### config.mk
export PLATFORM = sky130hd
export DESIGN_NAME = uart_bit_timer
export DESIGN_NICKNAME = d
export VERILOG_FILES = /design/src/rtl/uart_bit_timer.sv
export SDC_FILE = /design/constraint.sdc
export NUM_CORES = 1
export LEC_CHECK = 0
export BUFFER_PORTS_ARGS = -buffer_cell sky130_fd_sc_hd__buf_2
export CAP_MARGIN = 5
export CORE_MARGIN = 2
export CORE_UTILIZATION = 34
export CTS_BUF_LIST = sky130_fd_sc_hd__clkbuf_2
export CTS_CLUSTER_DIAMETER = 80
export DETAILED_ROUTE_END_ITERATION = 8
export PLACE_DENSITY_LB_ADDON = 0.05
export REMOVE_ABC_BUFFERS = 1
export SLEW_MARGIN = 20
export SYNTH_ARGS = -nofsm -noshare
export SYNTH_HDL_FRONTEND = slang
export SYNTH_SLANG_ARGS = --single-unit
export TNS_END_PERCENT = 100
### constraint.sdc
create_clock -name clk -period 5.1 [get_ports clk]
set_input_delay 0.51 -clock clk [delete_from_list [all_inputs] [get_ports clk]]
set_output_delay 0.51 -clock clk [all_outputs]
set_load 0.01 [all_outputs]
### src/rtl/uart_bit_timer.sv
// Bit-timing engine shared by the UART TX and RX paths: mid-bit and end-of-bit strobes, bit index, frame completion.
// Define UART_TIMER_OVERSAMPLE_EN to add the 16x sample_tick strobe (otherwise sample_tick is tied low).
module uart_bit_timer #(
    parameter int CLKS_PER_BIT = 434,
    parameter int DATA_BITS    = 8,
    parameter int PARITY_EN    = 0,
    parameter int STOP_BITS    = 1,
    localparam int FRAME_BITS  = 1 + DATA_BITS + PARITY_EN + STOP_BITS,
    localparam int BAUD_W      = $clog2(CLKS_PER_BIT),
    localparam int BIT_W       = $clog2(FRAME_BITS)
) (
    input  logic             clk,
    input  logic             rstn,
    input  logic             start,
    input  logic             abort,
    output logic             busy,
    output logic             half_bit_flag,
    output logic             full_bit_flag,
    output logic [BIT_W-1:0] bit_index,
    output logic             frame_done,
    output logic             sample_tick
);

    typedef enum logic {
        IDLE = 1'b0,
        RUN  = 1'b1
    } state_t;

    localparam logic [BAUD_W-1:0] HALF_CNT = BAUD_W'(CLKS_PER_BIT / 2);
    localparam logic [BAUD_W-1:0] LAST_CNT = BAUD_W'(CLKS_PER_BIT - 1);
    localparam logic [BIT_W-1:0]  LAST_BIT = BIT_W'(FRAME_BITS - 1);

    generate
        if (CLKS_PER_BIT < 4 || CLKS_PER_BIT > 65535) begin : g_cpb_range
            $error("uart_bit_timer: CLKS_PER_BIT out of range 4..65535");
        end
        if (DATA_BITS < 5 || DATA_BITS > 9) begin : g_data_range
            $error("uart_bit_timer: DATA_BITS out of range 5..9");
        end
        if (PARITY_EN < 0 || PARITY_EN > 1) begin : g_parity_range
            $error("uart_bit_timer: PARITY_EN must be 0 or 1");
        end
        if (STOP_BITS < 1 || STOP_BITS > 2) begin : g_stop_range
            $error("uart_bit_timer: STOP_BITS must be 1 or 2");
        end
    endgenerate

    state_t            state_r;
    logic [BAUD_W-1:0] baud_count_r;
    logic [BIT_W-1:0]  bit_index_r;

    logic run_s;
    logic half_s;
    logic full_s;
    logic done_s;

    // Strobes decode registered state only, so no input reaches an output combinationally.
    assign run_s  = (state_r == RUN);
    assign half_s = run_s && (baud_count_r == HALF_CNT);
    assign full_s = run_s && (baud_count_r == LAST_CNT);
    assign done_s = full_s && (bit_index_r == LAST_BIT);

    assign busy          = run_s;
    assign half_bit_flag = half_s;
    assign full_bit_flag = full_s;
    assign frame_done    = done_s;
    assign bit_index     = bit_index_r;

    // Frame FSM with baud and bit counters; abort outranks a back-to-back start.
    always_ff @(posedge clk or negedge rstn) begin
        if (!rstn) begin
            state_r      <= IDLE;
            baud_count_r <= '0;
            bit_index_r  <= '0;
        end else begin
            case (state_r)
                IDLE: begin
                    baud_count_r <= '0;
                    bit_index_r  <= '0;
                    if (start && !abort) begin
                        state_r <= RUN;
                    end else begin
                        state_r <= IDLE;
                    end
                end
                RUN: begin
                    if (abort) begin
                        state_r      <= IDLE;
                        baud_count_r <= '0;
                        bit_index_r  <= '0;
                    end else if (done_s) begin
                        baud_count_r <= '0;
                        bit_index_r  <= '0;
                        if (start) begin
                            state_r <= RUN;
                        end else begin
                            state_r <= IDLE;
                        end
                    end else if (full_s) begin
                        state_r      <= RUN;
                        baud_count_r <= '0;
                        bit_index_r  <= bit_index_r + BIT_W'(1);
                    end else begin
                        state_r      <= RUN;
                        baud_count_r <= baud_count_r + BAUD_W'(1);
                        bit_index_r  <= bit_index_r;
                    end
                end
                default: begin
                    state_r      <= IDLE;
                    baud_count_r <= '0;
                    bit_index_r  <= '0;
                end
            endcase
        end
    end

`ifdef UART_TIMER_OVERSAMPLE_EN
    localparam int                OS_DIV  = CLKS_PER_BIT / 16;
    localparam logic [BAUD_W-1:0] OS_LAST = BAUD_W'(OS_DIV - 1);

    generate
        if (CLKS_PER_BIT < 16) begin : g_os_range
            $error("uart_bit_timer: oversampling needs CLKS_PER_BIT >= 16");
        end
    endgenerate

    logic [BAUD_W-1:0] os_count_r;
    logic [4:0]        os_index_r;
    logic              os_hit_s;

    // os_index saturates at 16 so the remainder cycles at the end of a bit produce no tick.
    assign os_hit_s    = run_s && (os_count_r == OS_LAST);
    assign sample_tick = os_hit_s && (os_index_r < 5'd16);

    // Oversampling divider, restarted whenever the next cycle begins a new bit.
    always_ff @(posedge clk or negedge rstn) begin
        if (!rstn) begin
            os_count_r <= '0;
            os_index_r <= 5'd0;
        end else if (!run_s || full_s) begin
            os_count_r <= '0;
            os_index_r <= 5'd0;
        end else if (os_hit_s) begin
            os_count_r <= '0;
            if (os_index_r < 5'd16) begin
                os_index_r <= os_index_r + 5'd1;
            end else begin
                os_index_r <= os_index_r;
            end
        end else begin
            os_count_r <= os_count_r + BAUD_W'(1);
            os_index_r <= os_index_r;
        end
    end
`else
    assign sample_tick = 1'b0;
`endif

endmodule

==> results of run 1 <==
## final timing paths
| kind | from | endpoint | slack, ps |
|---|---|---|---|
| worst max-delay path | baud_count_r[1]$_DFF_PN0_ | frame_done | 2810 |
| worst min-delay path | rstn | bit_index[2]$_DFFE_PN0P_ | 90 |
| worst max register to register | baud_count_r[1]$_DFF_PN0_ | bit_index[2]$_DFFE_PN0P_ | 3220 |
| worst min register to register | baud_count_r[0]$_DFF_PN0_ | baud_count_r[0]$_DFF_PN0_ | 510 |
| max in group asynchronous | rstn | baud_count_r[0]$_DFF_PN0_ | 4750 |
| min in group clk | abort | busy$_DFF_PN0_ | 460 |
## logic make-up (layout without fill, tap and decap cells)
| group | Yosys count | in the layout | synth area share (%) |
|---|---|---|---|
| AO/OA/AOI/OAI | 7 | 7 | 4.80 |
| XOR/XNOR | 7 | 7 | 8.11 |
| adder cells (fa/ha/maj) | 4 | 4 | 6.62 |
| buffers and inverters | 8 | 21 | 5.46 |
| flip-flops | 14 | 14 | 46.4 |
| other | 1 | 1 | 0.496 |
| AND/OR/NAND/NOR | 37 | 37 | 28.1 |
## sequential cells by signal (all words and copies together), names as in the netlist
signal        cells
baud_count_r      9
busy              1
bit_index         4
## cells in the final DEF, fill, tap and decap left out, types with 3 or more instances in the layout
master and n:
dfrtp_1 14, nor2_1 11, buf_2 11, inv_1 6, nand2_1 6, nand3_1 4
xor2_1 4, a21oi_1 4, ha_1 4, xnor2_1 3, clkbuf_2 3
## where the power goes
| group | switching (W) | internal, W |
|---|---|---|
| clock | 0.0000375 | 0.0000170 |
| sequential | 0.00000190 | 0.000113 |
| combinational | 0.00000700 | 0.00000310 |
## cell type report
cell class,instances,area [µm²]
tap,28,35.0
timing repair buffer,11,55.1
multi-input combinational,56,364
clock buffer,3,15.0
sequential,14,350
fill,219,1300
clock inverter,1,3.75
inverter,6,22.5
## per-stage QoR
stage                     instances  total power, W
after floorplan                  76        0.000121
after global placement          115        0.000127
after detailed placement        115        0.000127
after CTS                       119        0.000181
after global routing            119        0.000190
final                           119        0.000179
## worst max-delay path: cells and delay by family, from the launching register on
kind                     cells  cell delay [ps]
AND/OR/NAND/NOR              3              690
flip-flops                   1              430
buffers and inverters        2              220
adder cells (fa/ha/maj)      1              180
## layer usage
metal | global-route usage (%) | share of wire (%) | vias to the layer above
met1 | 15.3 | 48 | 251
li1 | - | - | 284
met2 | 19.0 | 46 | 9
met4 | 6.76 | 1.0 | 0
met3 | 3.51 | 4.4 | 2
met5 | 0 | 0 | -
==> reports/metrics.cfg, run 1 <==
[timing]
setup_ws_ps=2810
fin_crit_ps=2290
hold_viol=0
finalCritPeriodShare_pct=44.9
clock_skew_ps=19.2
setup-tns-final_ps=0
holdWs_ps=88.2
finalSetupViolCount=0
rsz0062_at_grt=false
drv_slew=0
max_freq_ghz=0.437

[synth]
ys_seq_area_share_pct=46.4
synth_edf_count=0
synthFlopType=dfrtp_1
yosysTopAreaCell=dfrtp_1
synth_common_cells=dfrtp_1, nor2_1, inv_1, nand2_1
syn_area_um2=756
ys_ff_latch=14
yosys.cell_types.count=29
syn_area_per_cell_um2=9.69
ys.warnings.count=0
synth.most_common_cell=dfrtp_1
synth-async-reset-ratio_pct=100
netlist_instances=78
yosys-top-cells-area=dfrtp_1, ha_1, nor2_1
yosysTopAreaCellShare_pct=46.4

[floorplan]
initial_utilization_pct=35.2
io_pins=13
dieHeight_um=51.1
dieArea_um2=2620
core-area_um2=2150
rows=17
die_w_um=51.1

[clock_tree]
cts_resized=0
cts_max_level=1
cts_setup_buffers=0
root_buffer=clkbuf_2
cts_buffer_depth=2
postCtsHoldBufs=0
cts_made_buffers=3
clkSinkCount=14
clk_latency_ps=280
clk_pin_slew_ps=160
cts_tree=yes

[global_routing]
grt_use_total_pct=12.3
gr-total-overflow=0
grt_pass1_vias=539
grt_pass1_wl_um=2300
antenna_found_initial=0
grt_max_degree=15

[power]
ir_worst_vdd_mv=0.111
powerDensity_nw_per_um2=212
p_leak_nw=0.402

[detailed_routing]
drcViolationCount=0
drtIter0Drc=7
drt_pass1_iterations=3
drt_wl_total_um=1350
routed-via-count=546
viasPerCell=4.59
ant_nets=0
wire_per_inst_um=11.4

[critical_path]
slowest_delay_ps=430
cp.arrival_ps=1780
cp_slowest_cell=dfrtp_1
cp.required_ps=4590
endpoint_kind=primary output
cp-start-kind=flip-flop
crit_fanout=11
ff2ff_path_depth=6
critical_path_class=reg -> out
path_cells=inv_1 -> ha_1 -> nand4b_4 -> or3_4 -> nor2_1 -> buf_2

[place]
port_buffers=11
dp_hpwl_um=1020
post-place-ws_ps=3130
place_congestion=0.755
place_area_um2=827

[cells_and_area]
fin_util_pct=39.4
fin_area_um2=846
area.growth.synth_to_final_pct=11.9
fin_nets=100
diodes=0
drive_gt1_share_pct=18.7

[run_status]
status=finished, final reports clean

[min_path]
hold_path_class=in -> async

[run]
cap_viol_max_count=0

No activity file was read; power rests on OpenSTA's default activity.
==> run 2: changes to the inputs <==
--- a/config.mk
+++ b/config.mk
@@ -5,6 +5,7 @@
 export SDC_FILE = /design/constraint.sdc
 export NUM_CORES = 1
 export LEC_CHECK = 0
+export ABC_AREA = 1
 export BUFFER_PORTS_ARGS = -buffer_cell sky130_fd_sc_hd__buf_2
 export CAP_MARGIN = 5
 export CORE_MARGIN = 2
==> constraint.sdc (replaced) <==
create_clock -name clk -period 2.15 [get_ports clk]
set_input_delay 0.215 -clock clk [delete_from_list [all_inputs] [get_ports clk]]
set_output_delay 0.215 -clock clk [all_outputs]
set_load 0.01 [all_outputs]
==> reports/metrics.cfg, run 2 <==
[run_status]
status=finished, final reports clean

[synth]
yosys.cell_types.count=20  ; -31%
synth.most_common_cell=nor2_1
synth_compound_area_share_pct=6.20  ; +1.4 points
synth-adder-area-share_pct=6.36  ; -0.26 points
synthFlopType=dfrtp_1
synth-async-reset-ratio_pct=100  ; unchanged
ys.warnings.count=0  ; unchanged
ys_ff_latch=14  ; unchanged
synth_edf_count=0  ; unchanged
yosysTopAreaCell=dfrtp_1
synth-xor-area-share_pct=1.11  ; -7.0 points
syn_area_per_cell_um2=7.72  ; -20%
synth_top_family_by_area=simple AND/OR/NAND/NOR gates
synth-simple-area-share_pct=29.9  ; +1.7 points
ys_seq_area_share_pct=44.5  ; -1.8 points
synth_common_cells=nor2_1, inv_1, dfrtp_1
muxShareOfSynthArea_pct=0  ; unchanged
yosysTopAreaCellShare_pct=44.5  ; -1.8 points
yosys-top-cells-area=dfrtp_1, nor2_1, inv_1
syn_area_um2=787  ; +4.1%
netlist_instances=102  ; +31%

[detailed_routing]
drt_pass1_iterations=4  ; +1
drt_wl_total_um=1570  ; +16%
ant_nets=0  ; unchanged
drcViolationCount=0  ; unchanged
wire_per_inst_um=10.9  ; -4.0%
drtIter0Drc=11  ; +4
routed-via-count=655  ; +20%
viasPerCell=4.55  ; -0.86%

[critical_path]
ff2ff_path_depth=9  ; +3
cp.required_ps=1930  ; -2660 ps
r2r_slack_ps=650  ; -2570 ps
endpoint_kind=primary output
rr_endpoint=bit_index[3]$_DFFE_PN0P_
cp-start-kind=flip-flop
reg2reg_from=baud_count_r[1]$_DFF_PN0_
cp.arrival_ps=1460  ; -320 ps
crit_fanout=3  ; -8
critical_path_class=reg -> out

[power]
powerDensity_nw_per_um2=486  ; +130%
p_leak_nw=0.438  ; +8.8%
ir_worst_vdd_mv=0.242  ; +120%

[min_path]
worstHoldPathCells=2
hold_start=abort
whs_endpoint=busy$_DFF_PN0_
hold_path_class=in -> reg

[place]
place_congestion=0.794  ; +5.1%
port_buffers=11  ; unchanged
dp.cells=139  ; +21%
dp_hpwl_um=1190  ; +17%

[cells_and_area]
final_cell_mix=nor2_1, inv_1, dfrtp_1, nand2_1, buf_2
largest_register_ffs=9  ; unchanged
fin_nets=125  ; +25%
nFillCells=234  ; +6.8%
area.growth.synth_to_final_pct=12.7
multi_input_area_um2=347  ; -4.8%
drive_gt1_share_pct=17.2  ; -1.4 points
largest-register=baud_count_r
final-instance-count-excl-fill=144  ; +21%
final_common_cell=nor2_1
diodes=0  ; unchanged
seqCellArea_um2=350  ; unchanged

[floorplan]
io_pins=13  ; unchanged
dieHeight_um=52.1  ; +1.9%
initial_utilization_pct=35.9  ; +0.74 points
core-area_um2=2190  ; +2.0%
rows=17  ; unchanged
die_w_um=52.1  ; +1.9%
dieArea_um2=2720  ; +3.8%

[clock_tree]
clk_latency_ps=290  ; about the same
cts_max_level=1  ; unchanged
cts_tree=yes
postCtsHoldBufs=1  ; +1
cts_setup_buffers=0  ; unchanged
cts_made_buffers=3  ; unchanged
clkSinkCount=14  ; unchanged
cts_resized=0  ; unchanged
cts_buffer_depth=2  ; unchanged
clk_pin_slew_ps=160  ; about the same
root_buffer=clkbuf_2

[timing]
setup-tns-final_ps=0  ; unchanged
holdWs_ps=109  ; +20.6 ps
max_freq_ghz=0.599
fin_crit_ps=1670
rsz0062_at_grt=false
drv_slew=0  ; unchanged
clock_skew_ps=16.5  ; -2.71 ps
hold_viol=0  ; unchanged
finalCritPeriodShare_pct=77.7
finalSetupViolCount=0  ; unchanged

[global_routing]
grt_pass1_vias=630  ; +17%
grt_pass1_wl_um=2770  ; +20%
gr-total-overflow=0  ; unchanged
grt_use_total_pct=14.1  ; +1.8 points
grt_max_degree=15  ; unchanged
antenna_found_initial=0  ; unchanged

[run]
cap_viol_max_count=0  ; unchanged

-- run 2: changes by cell type after synthesis, moves of 2 or more --
cell / change
inv_1: +13
xnor2_1: -3
nor3_1: +2
xor2_1: -3
nand2_2: +3
nand2_1: +6
o21ai_0: +3
or3_1: -2
nor2b_1: -2
nor2_1: +10
nand3_1: +3
-- run 2: routing by layer --
metal / GRT usage (%) / share of wire [%] / vias up
met5: 0 / 0 / -
met1: 19.9 / 52 / 295
met3: 2.59 / 4.8 / 2
li1: - / - / 344
met4: 7.89 / 0.57 / 0
met2: 19.8 / 43 / 14
-- run 2: where the power goes --
part | switching (W) | leakage [nW] | internal [W] | total, W
registers | 0.00000295 | 0.193 | 0.000267 | 0.000270
clock network | 0.0000908 | 0.0140 | 0.0000404 | 0.000131
logic | 0.0000208 | 0.231 | 0.00000906 | 0.0000299
-- run 2: area by class of cell --
type	count	area share, %
sequential	14	39.5
multi-input combinational	67	39.1
inverter	19	8.04
timing repair buffer	12	7.33
tap	28	3.95
clock buffer	3	1.69
clock inverter	1	0.423
-- run 2: worst max-delay path by stage --
| stage | from | end | slack (ps) |
|---|---|---|---|
| 6_report | baud_count_r[1]$_DFF_PN0_ | half_bit_flag | 480 |
| 5_1_grt | baud_count_r[1]$_DFF_PN0_ | full_bit_flag | 350 |
| 4_1_cts | baud_count_r[1]$_DFF_PN0_ | half_bit_flag | 440 |
| 3_5_place_dp | baud_count_r[1]$_DFF_PN0_ | baud_count_r[4]$_DFF_PN0_ | 670 |
| 3_3_place_gp | baud_count_r[1]$_DFF_PN0_ | baud_count_r[4]$_DFF_PN0_ | 710 |
| 2_1_floorplan | baud_count_r[1]$_DFF_PN0_ | baud_count_r[4]$_DFF_PN0_ | 850 |
-- run 2: stage by stage --
stage               area [µm²]  util (%)  total power, W  setup slack, ps
global placement           858      39.2        0.000304              714
floorplan                  768         -        0.000290              855
global route               887      40.5        0.000454              349
CTS                        887      40.5        0.000436              440
finish                     887      40.5        0.000431              479
detailed placement         858      39.2        0.000304              672
-- run 2: logic make-up (layout without fill, tap and decap cells) --
| logic type | after synthesis | count (layout) |
|---|---|---|
| other | 1 | 1 |
| DFF | 14 | 14 |
| adders and majority gates | 4 | 4 |
| and+or+nand+nor | 52 | 52 |
| buffers and inverters | 21 | 35 |
| xor gates and xnor gates | 1 | 1 |
| AOI/OAI and AO/OA | 9 | 9 |
-- run 2: worst max-delay path, cell delays in order (launching register included) --
cell and delay [ps]:
dfrtp_1 430, inv_1 60, ha_1 130, nand2_1 90, nor4_1 280, buf_2 180
